**src/rtl/ram_sync_bank.sv**
```systemverilog
// Synchronous single-port RAM bank: valid/ready requests, byte enables, registered response.
// Optional macro RAM_CLEAR_EN adds a post-reset sweep that zeroes every word before accepting requests.
module ram_sync_bank #(
  parameter int unsigned DATA_WIDTH = 32,
  parameter int unsigned ADDR_WIDTH = 4,
  parameter int unsigned DEPTH      = 16
) (
  input  logic                    clk,
  input  logic                    rst,
  input  logic                    req_valid,
  output logic                    req_ready,
  input  logic                    req_we,
  input  logic [DATA_WIDTH/8-1:0] req_be,
  input  logic [ADDR_WIDTH-1:0]   req_addr,
  input  logic [DATA_WIDTH-1:0]   req_wdata,
  output logic                    rsp_valid,
  output logic                    rsp_err,
  output logic [DATA_WIDTH-1:0]   rsp_rdata
);

  localparam int unsigned NumBytes = DATA_WIDTH / 8;
  localparam int unsigned IdxW     = (DEPTH > 1) ? $clog2(DEPTH) : 1;
  localparam logic [ADDR_WIDTH:0] DepthExt = (ADDR_WIDTH + 1)'(DEPTH);

  logic [DATA_WIDTH-1:0] mem [DEPTH];

  logic                  accept;
  logic                  in_range;
  logic [IdxW-1:0]       idx;
  logic [DATA_WIDTH-1:0] cur_word;
  logic [DATA_WIDTH-1:0] merged_word;

  logic                  rsp_valid_q;
  logic                  rsp_err_q, rsp_err_d;
  logic [DATA_WIDTH-1:0] rsp_rdata_q, rsp_rdata_d;

  // A request presented while rst is high is never accepted.
  assign accept   = req_valid && req_ready && !rst;
  assign in_range = {1'b0, req_addr} < DepthExt;
  assign idx      = req_addr[IdxW-1:0];

`ifdef RAM_CLEAR_EN
  localparam logic [ADDR_WIDTH-1:0] LastAddr = ADDR_WIDTH'(DEPTH - 1);

  typedef enum logic [0:0] {StClear, StReady} state_e;

  state_e                state_q, state_d;
  logic [ADDR_WIDTH-1:0] clr_cnt_q, clr_cnt_d;
  logic                  clr_we;

  always_ff @(posedge clk) begin
    if (rst) begin
      state_q   <= StClear;
      clr_cnt_q <= '0;
    end else begin
      state_q   <= state_d;
      clr_cnt_q <= clr_cnt_d;
    end
  end

  always_comb begin
    state_d   = state_q;
    clr_cnt_d = clr_cnt_q;
    unique case (state_q)
      StClear: begin
        if (clr_cnt_q == LastAddr) begin
          state_d   = StReady;
          clr_cnt_d = '0;
        end else begin
          clr_cnt_d = clr_cnt_q + ADDR_WIDTH'(1);
        end
      end
      StReady: state_d = StReady;
      default: state_d = StClear;
    endcase
  end

  always_comb begin
    req_ready = 1'b0;
    clr_we    = 1'b0;
    unique case (state_q)
      StClear: clr_we    = 1'b1;
      StReady: req_ready = 1'b1;
      default: req_ready = 1'b0;
    endcase
  end
`else
  assign req_ready = 1'b1;
`endif

  // Write-first: the response of a write carries the merged post-write word.
  always_comb begin
    cur_word    = mem[idx];
    merged_word = cur_word;
    for (int i = 0; i < NumBytes; i++) begin
      if (req_be[i]) begin
        merged_word[8*i +: 8] = req_wdata[8*i +: 8];
      end
    end
  end

  always_ff @(posedge clk) begin
    if (!rst) begin
`ifdef RAM_CLEAR_EN
      if (clr_we) begin
        mem[clr_cnt_q[IdxW-1:0]] <= '0;
      end
`endif
      if (accept && req_we && in_range) begin
        for (int i = 0; i < NumBytes; i++) begin
          if (req_be[i]) begin
            mem[idx][8*i +: 8] <= req_wdata[8*i +: 8];
          end
        end
      end
    end
  end

  always_comb begin
    rsp_err_d = !in_range;
    if (!in_range) begin
      rsp_rdata_d = '0;
    end else if (req_we) begin
      rsp_rdata_d = merged_word;
    end else begin
      rsp_rdata_d = cur_word;
    end
  end

  always_ff @(posedge clk) begin
    if (rst) begin
      rsp_valid_q <= 1'b0;
      rsp_err_q   <= 1'b0;
      rsp_rdata_q <= '0;
    end else begin
      rsp_valid_q <= accept;
      if (accept) begin
        rsp_err_q   <= rsp_err_d;
        rsp_rdata_q <= rsp_rdata_d;
      end
    end
  end

  assign rsp_valid = rsp_valid_q;
  assign rsp_err   = rsp_err_q;
  assign rsp_rdata = rsp_rdata_q;

endmodule

```
**config.mk**
```make
export PLATFORM = sky130hd
export DESIGN_NAME = ram_sync_bank
export DESIGN_NICKNAME = d
export VERILOG_FILES = /design/src/rtl/ram_sync_bank.sv
export SDC_FILE = /design/constraint.sdc
export NUM_CORES = 1
export LEC_CHECK = 0
export ABC_CLOCK_PERIOD_IN_PS = 2800
export CAP_MARGIN = 20
export CORE_MARGIN = 2
export CORE_UTILIZATION = 35
export CTS_BUF_LIST = sky130_fd_sc_hd__clkbuf_8
export DETAILED_ROUTE_END_ITERATION = 6
export PLACE_DENSITY = 0.57
export SETUP_SLACK_MARGIN = 0.02
export SYNTH_ARGS = -nofsm -noshare
export SYNTH_HDL_FRONTEND = slang
export SYNTH_SLANG_ARGS = --single-unit
```
**constraint.sdc**
```tcl
create_clock -name clk -period 2.8 [get_ports clk]
set_clock_uncertainty 0.15 [all_clocks]
set_input_delay 0.56 -clock clk [delete_from_list [all_inputs] [get_ports clk]]
set_output_delay 0.56 -clock clk [all_outputs]
set_load 0.05 [all_outputs]
```
Yosys cells after proc, flatten, opt, wreduce, memory -nomap -nowiden
Memory sizes are Yosys's and may differ from the RTL's. Cells that the tools add are included.

Memory bits (writable): 512. Input bits: 44. Register bits after elaboration: 33. Memories kept: 1.

Memories: mem (depth 16, width 32, read ports 1, clocked after memory_dff 0, wr ports 1, RTL line 25) `logic [DATA_WIDTH-1:0] mem [DEPTH];`.

Multiplexer cells: 21. Reduce and logical (&&, ||, !) cells: 3.

Operator list (number): 2-to-1 mux 32 bit (1); 2-to-1 mux 8 bit (4); 2-to-1 mux 1 bit (16); logical AND 1 bit (2); logical NOT 1 bit (1).

Depth between registers and ports, before layout
Gate-level depths: netlist of the first run.

Depth after elaboration: 6. Mapped depth: 8. Mapped depth without buffers: 4.

Worst setup path before layout of the first run
No wires, ideal clock.

Path kind: input -> register. Start point: input port req_addr[1]. End point: memory mem[13][0], enable pin. Setup slack: 0.273 ns. Data arrival time: 1.994 ns. Data required time: 2.267 ns. Buffers on the path: 4. Stages: 6. Cells stage by stage: buf_4 -> buf_8 -> buf_6 -> buf_2 -> nand2b_1 -> nor3_1.

RTL lines: start, declared (RTL line 14) `input logic [ADDR_WIDTH-1:0] req_addr,`; end, declared (RTL line 25).

Straight into the memory's write port.

Final worst setup path of the first run
Start point: register rsp_rdata_q[15], in the netlist rsp_rdata[15]. End point: output port rsp_rdata[15].

RTL lines: start, declared (RTL line 35) `logic [DATA_WIDTH-1:0] rsp_rdata_q, rsp_rdata_d;`; start signal, assigned (RTL line 139) `rsp_rdata_q <= rsp_rdata_d;`; end, declared (RTL line 18) `output logic [DATA_WIDTH-1:0] rsp_rdata`.

No word-level cell between the ends.

==> results of run 1 <==
-- worst max-delay path by stage --
stage | startpoint | end | cells after the start
2_1_floorplan | req_addr[1] | mem[13][0] | 6
3_3_place_gp | req_addr[2] | mem[9][7] | 6
3_5_place_dp | req_addr[2] | mem[9][3] | 6
4_1_cts | rsp_rdata[14] | rsp_rdata[14] | 1
5_1_grt | rsp_rdata[14] | rsp_rdata[14] | 1
6_report | rsp_rdata[15] | rsp_rdata[15] | 1
-- routing by layer --
layer	track usage, %	up-vias	routed length (um)
met2	28.0	385	26300
met1	22.9	6138	24000
met5	0	-	10
met4	6.28	2	1450
met3	3.13	90	3090
li1	-	5369	-
-- layout by cell type, fill, tap and decap left out, drive strengths merged, types with 16 or more instances in the layout --
cell / Yosys / layout
a22o: 32 / 32
edfxtp: 512 / 512
nor4: 32 / 32
mux2i: 128 / 128
nor3: 16 / 16
clkdlybuf4s50: 0 / 70
nor2: 147 / 147
dfxtp: 33 / 33
mux4: 64 / 64
clkbuf: 29 / 97
o22ai: 32 / 32
nand2: 16 / 16
inv: 32 / 77
buf: 50 / 160
a2111oi: 32 / 32
clkinv: 0 / 17
o221ai: 32 / 32
-- logic make-up after synthesis --
group	Yosys count	share of synthesized area, %
other	2	0.0341
and+or+nand+nor	238	5.73
DFF	545	72.8
muxes	192	12.4
AOI/OAI and AO/OA	128	5.99
buffers and inverters	111	3.12
-- flip-flops by register name (all words and copies together), names as in the netlist --
register   cells
rsp_rdata     32
mem          512
rsp_valid      1
-- repair_timing --
action / 4_1_cts / 5_1_grt
setup endpoints to repair: 1 / 0
resized for setup: 1 / 0
setup buffers: 0 / 0
-- area by class of cell --
class	count	area share, %
flip-flops and latches	545	61.1
multi-input cells	560	20.2
repair buffers	231	8.19
clock buffers	97	5.08
well taps	837	3.99
clock inverters	63	0.958
inverters	32	0.457
diodes	1	0.00953
-- power by group through the flow --
stage	Clock [W]	Sequential (W)	Combinational, W
final	0.00619	0.00902	0.00127
after global routing	0.00670	0.00902	0.00136
after CTS	0.00635	0.00902	0.00128
after detailed placement	0	0.00919	0.00128
after global placement	0	0.00918	0.00126
after floorplan	0	0.00930	0.000644
-- stage by stage --
| step | cells | power, W | area, um2 | setup slack (ns) |
|---|---|---|---|---|
| after CTS | 2365 | 0.0167 | 26300 | 0.0324 |
| final | 2366 | 0.0165 | 26300 | 0.162 |
| after floorplan | 1216 | 0.00995 | 22000 | 0.273 |
| after global placement | 2205 | 0.0104 | 24700 | 0.0700 |
| after global routing | 2365 | 0.0171 | 26300 | 0.0433 |
| after detailed placement | 2205 | 0.0105 | 24700 | 0.0848 |
-- synth_stat cells --
master / count / share of area (%)
edfxtp_1: 512 / 70
nor2_1: 147 / 2.5
mux2i_1: 128 / 5.8
mux4_2: 64 / 6.5
dfxtp_1: 33 / 3.0
a22o_1: 32 / 1.3
inv_1: 32 / 0.55
o221ai_1: 32 / 1.3
a2111oi_2: 29 / 2.0
nor4_2: 29 / 1.6
clkbuf_1: 27 / 0.46
buf_2: 17 / 0.39
o22ai_1: 17 / 0.48
buf_6: 16 / 0.82
nand2_1: 16 / 0.27
nor3_1: 16 / 0.36
o22ai_2: 15 / 0.85
buf_4: 10 / 0.34
nand3_1: 7 / 0.16
buf_8: 6 / 0.41
nor2b_1: 6 / 0.17
a2111oi_1: 3 / 0.14
nand2b_1: 3 / 0.085
nor4_1: 3 / 0.085
or3b_1: 3 / 0.12
and2_1: 2 / 0.057
clkbuf_4: 2 / 0.068
conb_1: 2 / 0.034
and2b_1: 1 / 0.034
buf_12: 1 / 0.091
nand3b_1: 1 / 0.034
nand3b_2: 1 / 0.051
nand3b_4: 1 / 0.091
or2b_1: 1 / 0.034
or3_1: 1 / 0.028
==> results.yml, run 1 <==
run_status:
  status: "completed"
min_path:
  whs_endpoint: "rsp_valid"
  worstHoldStart: "rst"
  hold_path_class: "in2reg"
  whs_path_depth: 3
grt:
  grt_max_degree: 97
  grt_pass1_wl_um: 80500
  grt_pass1_vias: 12300
  overflow: 0
  antenna_found_initial: 1
  grt_usage_pct: 17.1
cts:
  cts_root_buffer: "clkbuf_8"
  holdBufCountCts: 0
  cts_inserted_buffers: 89
  htree_levels: 3
  cts_tree: "built"
  cts.sinks: 545
  cts.path.max_buffers: 3
  clk_pin_slew_ns: 0.06
  clk_latency_ns: 0.66
pwr:
  p_comb_share_pct: 7.7
  p_seq_share_pct: 54.7
  ir_drop_v: 0.000283
  p_per_area_nw_per_um2: 627
  p_int_w: 0.0126
  clkPwrFrac_pct: 37.6
  switchingPower_w: 0.00383
  leakage_nw: 8.93
  swShare_pct: 23.3
layout:
  multi_input_area_um2: 5320
  layout-drive-gt1-share_pct: 26.2
  final_nets: 1503
  final_core_util_pct: 42.4
  regArea_um2: 16000
  fillCellCount: 5532
  layout-area-overhead-vs-synth_pct: 19.2
drt:
  ant_nets: 0
  viasPerCell: 5.07
  drc_errors: 0
  drtIter0Drc: 995
  drt_first_pass_iters: 5
  vias: 12000
  routed_wirelength_um: 54900
  wl_per_cell_um: 23.2
sta:
  fmax_mhz: 379
  setup_tns_ns: 0
  slew_headroom_pct: 44.4
  slew_viol_final: 0
  finalHoldViolCount: 0
  tightest_slew_ns: 0.834
  post-route-min-period_ns: 2.64
  period_share_pct: 94.2
  whs_ns: 0.173
  setup_viol: 0
  rsz0062_at_grt: "false"
floorplan:
  core_area_um2: 61900
  die_width_um: 255
  dieArea_um2: 65000
  die_h_um: 255
  ios: 79
  fp-row-count: 91
  start_util_pct: 35.6
worst_setup_path:
  crit_family: "buffers and inverters"
  cp.arrival_ns: 1.93
  end_kind: "output port"
  regToRegStartpoint: "mem[3][25]"
  r2r_slack_ns: 1.04
  crit_path_top_delay_cell: "clkdlybuf4s50_1"
  crit_chain: "clkdlybuf4s50_1"
  r2r_cells: 4
  r2r-end: "rsp_rdata[25]"
  required_ns: 2.09
  slowest_delay_ns: 0.85
  startpoint_type: "flop"
  crit_fanout: 3
  critical_path_class: "reg2out"
  critPathBufInv: 1
yosys:
  synth_cells: 1216
  synthDistinctLibCells: 35
  synth_area_um2: 22000
  ys_seq_area_share_pct: 72.8
  synth-seq-cells: 545
  synth_fp_nets: 1260
  yosysWarnings: 0
  syn_avg_cell_area_um2: 18.1
place:
  gp_congestion: 0.838
  place_hpwl_um: 34200
  port_buffers: 76
run:
  cap_violations: 0
Note: power is estimated with default switching activity, not from simulation.
==> run 2, diff against run 1 <==
--- a/config.mk
+++ b/config.mk
@@ -5,7 +5,7 @@
 export SDC_FILE = /design/constraint.sdc
 export NUM_CORES = 1
 export LEC_CHECK = 0
-export ABC_CLOCK_PERIOD_IN_PS = 2800
+export ABC_CLOCK_PERIOD_IN_PS = 2600
 export CAP_MARGIN = 20
 export CORE_MARGIN = 2
 export CORE_UTILIZATION = 35
==> constraint.sdc (replaced) <==
create_clock -name clk -period 2.6 [get_ports clk]
set_clock_uncertainty 0.15 [all_clocks]
set_input_delay 0.52 -clock clk [delete_from_list [all_inputs] [get_ports clk]]
set_output_delay 0.52 -clock clk [all_outputs]
set_load 0.05 [all_outputs]
==> results.yml, run 2 (synthesis gave the netlist of run 1 again) <==
run_status:
  status: "completed"
grt:
  grt_usage_pct: 16.9
  grt_pass1_wl_um: 79800
  grt_max_degree: 97
  antenna_found_initial: 2
  grt_pass1_vias: 12500
  grtUsageMet3_pct: 2.92
  grt_use_met1_pct: 23.2
  grt-busiest-layer: "met2"
  grtUsageMet2_pct: 27.1
  overflow: 0
pwr:
  p_per_area_nw_per_um2: 704
  leakage_nw: 9.26
  ir_drop_v: 0.000325
cts:
  htree_levels: 3
  cts_tree: "built"
  cts.path.max_buffers: 3
  cts_root_buffer: "clkbuf_8"
  cts_inserted_buffers: 90
  clk_pin_slew_ns: 0.06
  cts.sinks: 545
  holdBufCountCts: 0
  clk_latency_ns: 0.68
layout:
  layout-drive-gt1-share_pct: 28.7
  layout-area-overhead-vs-synth_pct: 21.3
  final_common_cell: "edfxtp_1"
  top_register: "mem"
  final_nets: 1521
  largest_register_ffs: 512
  most-common-layout-cells: "512 x edfxtp_1, 150 x buf_4, 147 x nor2_1"
drt:
  routed_wirelength_um: 54000
  drc_errors: 0
  viasPerCell: 5.04
  drtIter0Drc: 1053
  vias: 12100
  ant_nets: 0
  drt_first_pass_iters: 5
  wl_per_cell_um: 22.6
place:
  gp_congestion: 0.808
  port_buffers: 76
  pre_cts_slack_ns: -0.0625
  place_hpwl_um: 34600
worst_setup_path:
  crit_fanout: 3
  crit_path_top_delay_cell: "clkdlybuf4s50_1"
  crit_chain: "clkdlybuf4s50_1"
  required_ns: 1.93
  startpoint_type: "flop"
  crit_family: "buffers and inverters"
  end_kind: "output port"
  critPathBufInv: 1
  slowest_delay_ns: 0.82
  critical_path_class: "reg2out"
  cp.arrival_ns: 1.83
sta:
  slew_headroom_pct: 48.7
  layout_setup_ws_ns: 0.0992
  rsz0062_at_grt: "false"
  period_share_pct: 96.2
  slew_viol_final: 0
  finalHoldViolCount: 0
  setup_viol: 0
  tightest_slew_ns: 0.769
  setup_tns_ns: 0
  post-route-min-period_ns: 2.50
  fmax_mhz: 400
floorplan:
  fp-row-count: 91
  core_area_um2: 61900
  start_util_pct: 35.6
  ios: 79
  die_width_um: 255
  die_h_um: 255
  dieArea_um2: 65000
min_path:
  hold_path_class: "in2reg"
run:
  cap_violations: 0
==> run 2: cell types whose count changed in the layout (fill, tap and decap cells not counted), moves of 8 or more <==
cell / delta
inv_1: -11
dlygate4sd2_1: +30
clkbuf_8: +8
clkinv_1: -9
clkdlybuf4s50_1: -30
buf_4: +12
==> run 2: final timing paths <==
check             cells past startpoint  slack (ns)     startpoint            end
setup / recovery                      1         0.1  rsp_rdata[30]  rsp_rdata[30]
hold / removal                        3        0.11            rst      rsp_valid
setup reg to reg                      4        0.81     mem[3][25]  rsp_rdata[25]
hold reg to reg                       2        0.39   rsp_rdata[9]   rsp_rdata[9]
==> run 2: through the flow <==
step | total power [W] | utilization, % | area, um2 | hold slack (ns) | cells
floorplan | 0.0107 | - | 22000 | 0.439 | 1216
global placement | 0.0113 | 40.1 | 24900 | 0.385 | 2222
detailed placement | 0.0113 | 40.1 | 24900 | 0.391 | 2222
CTS | 0.0190 | 43.2 | 26700 | 0.0429 | 2389
global route | 0.0195 | 43.2 | 26700 | 0.0664 | 2389
finish | 0.0188 | 43.2 | 26700 | 0.108 | 2392
==> run 2: metal layers <==
metal	part of all wire [%]	vias to the layer above
met5	0	-
met2	48	378
li1	-	5434
met4	2.6	0
met3	5.3	89
met1	44	6150
==> run 2: layout make-up <==
cell class	count	area [um2]
fill	5504	35200
timing repair buffer	248	2300
clock buffer	105	1450
sequential	545	16000
multi-input combinational	560	5320
clock inverter	62	459
inverter	32	120
antenna	3	7.51
tap	837	1050
==> run 2: timing repair <==
item,CTS,global route
setup endpoints to repair,31,0
gates resized for setup,31,0
setup buffers,0,0
==> run 2: power by group <==
group | switching, W | internal (W) | total (W)
registers | 0.0000475 | 0.00966 | 0.00971
clock network | 0.00337 | 0.00439 | 0.00775
logic | 0.000819 | 0.000545 | 0.00136
total | 0.00423 | 0.0146 | 0.0188
==> run 3, diff against run 2 <==
--- a/config.mk
+++ b/config.mk
@@ -7,7 +7,6 @@
 export LEC_CHECK = 0
 export ABC_CLOCK_PERIOD_IN_PS = 2600
 export CAP_MARGIN = 20
-export CORE_MARGIN = 2
 export CORE_UTILIZATION = 35
 export CTS_BUF_LIST = sky130_fd_sc_hd__clkbuf_8
 export DETAILED_ROUTE_END_ITERATION = 6
==> results.yml, run 3 (synthesis gave the netlist of run 1 again) <==
run_status:
  status: "completed"
worst_setup_path:
  critical_path_class: "reg2out"
  regToRegStartpoint: "mem[3][25]"
  required_ns: 1.93
  r2r_slack_ns: 0.72
  crit_family: "buffers and inverters"
  r2r_cells: 4
  slowest_delay_ns: 0.82
  end_kind: "output port"
  startpoint_type: "flop"
  critPathBufInv: 1
  crit_chain: "clkdlybuf4s50_1"
  crit_fanout: 3
  crit_path_top_delay_cell: "clkdlybuf4s50_1"
  cp.arrival_ns: 1.82
  r2r-end: "rsp_rdata[25]"
cts:
  cts_tree: "built"
  htree_levels: 3
  cts.sinks: 545
  clk_latency_ns: 0.67
  clk_pin_slew_ns: 0.06
  cts_inserted_buffers: 89
  cts_root_buffer: "clkbuf_8"
  cts.path.max_buffers: 3
pwr:
  total_power_w: 0.0185
  p_comb_share_pct: 7.4
  clkPwrFrac_pct: 40.3
  ir_drop_v: 0.000394
  p_per_area_nw_per_um2: 698
  p_int_w: 0.0143
  switchingPower_w: 0.00423
  leakage_nw: 9.21
  p_seq_share_pct: 52.3
  swShare_pct: 22.8
place:
  pre_cts_slack_ns: -0.183
  post_dp_cell_area_um2: 24800
  gp_congestion: 0.882
  port_buffers: 76
  place_hpwl_um: 34900
layout:
  final_nets: 1509
  top_register: "mem"
  layout-drive-gt1-share_pct: 27.3
  final_common_cell: "edfxtp_1"
  largest_register_ffs: 512
  most-common-layout-cells: "512 x edfxtp_1, 147 x nor2_1, 139 x buf_4"
  fin_area_um2: 26600
  final_core_util_pct: 42.9
  antennaDiodeCount: 0
  fillCellCount: 5582
  layout-area-overhead-vs-synth_pct: 20.5
grt:
  grt_max_degree: 97
  grt_pass1_wl_um: 82400
  overflow: 0
  grt_pass1_vias: 12500
  antenna_found_initial: 1
  grt_usage_pct: 17.8
min_path:
  whs_endpoint: "rsp_valid"
  worstHoldStart: "rst"
  hold_path_class: "in2reg"
  whs_path_depth: 3
sta:
  rsz0062_at_grt: "false"
  slew_headroom_pct: 49.5
  post-route-min-period_ns: 2.49
  setup_viol: 0
  fmax_mhz: 402
  tightest_slew_ns: 0.758
  period_share_pct: 95.8
  slew_viol_final: 0
  setup_tns_ns: 0
  layout_setup_ws_ns: 0.110
  finalHoldViolCount: 0
floorplan:
  die_width_um: 253
  die_h_um: 253
  fp-row-count: 91
  ios: 79
  start_util_pct: 35.6
  core_area_um2: 61900
  dieArea_um2: 64000
drt:
  vias: 12100
  drtIter0Drc: 1004
  drc_errors: 0
  viasPerCell: 5.11
  ant_nets: 0
  routed_wirelength_um: 55500
  drt_first_pass_iters: 5
  wl_per_cell_um: 23.4
run:
  cap_violations: 0
-- run 3: cell count changes in the layout (fill, tap and decap cells not counted), moves of 5 or more --
cell	delta
clkinv_1	+16
buf_4	-11
dlygate4sd2_1	-9
clkinvlp_4	-6
clkbuf_8	-5
dlymetal6s2s_1	+5
-- run 3: cell type report --
type	instances	area [um2]	share of cell area, %
clock buffer	100	1380	5.18
clock inverter	66	420	1.58
inverter	32	120	0.452
multi-input combinational	560	5320	20.0
sequential	545	16000	60.4
tap	837	1050	3.94
timing repair buffer	237	2240	8.45
-- run 3: power by group through the flow --
stage	sequential, W	combinational [W]	clock (W)
3_3_place_gp	0.00989	0.00139	0
4_1_cts	0.00970	0.00139	0.00768
2_1_floorplan	0.0100	0.000694	0
3_5_place_dp	0.00989	0.00140	0
5_1_grt	0.00971	0.00147	0.00804
6_report	0.00970	0.00137	0.00747
-- run 3: layer usage --
layer	track usage, %	routed length, um
met1	24.6	24700
met2	27.9	26000
met3	3.57	3500
met4	6.15	1310
met5	0	0
-- run 3: through the flow --
stage          std cells  hold slack (ns)
3_3_place_gp        2211            0.376
3_5_place_dp        2211            0.374
4_1_cts             2377           0.0398
2_1_floorplan       1216            0.439
5_1_grt             2377           0.0782
6_report            2377           0.0965
-- run 3: worst min-delay path, stage by stage --
cell and delay [ns]:
buf_2 0.11, nor2b_1 0.05, buf_4 0.17
-- run 3: what timing repair did --
action,CTS,global route
setup buffers,0,0
endpoints found under the setup margin,22,5
pin swaps,0,0
gates resized for setup,22,5
gates cloned,0,0
hold buffers,0,0
-- run 3: worst max-delay path by stage --
stage,from,to,slack [ns],cells after the start
floorplan,req_addr[1],mem[13][0],0.11,6
global placement,req_addr[2],mem[9][19],-0.14,6
detailed placement,req_addr[2],mem[9][4],-0.18,6
CTS,rsp_rdata[28],rsp_rdata[28],0.02,1
global route,rsp_rdata[30],rsp_rdata[30],0.03,1
finish,rsp_rdata[4],rsp_rdata[4],0.11,1
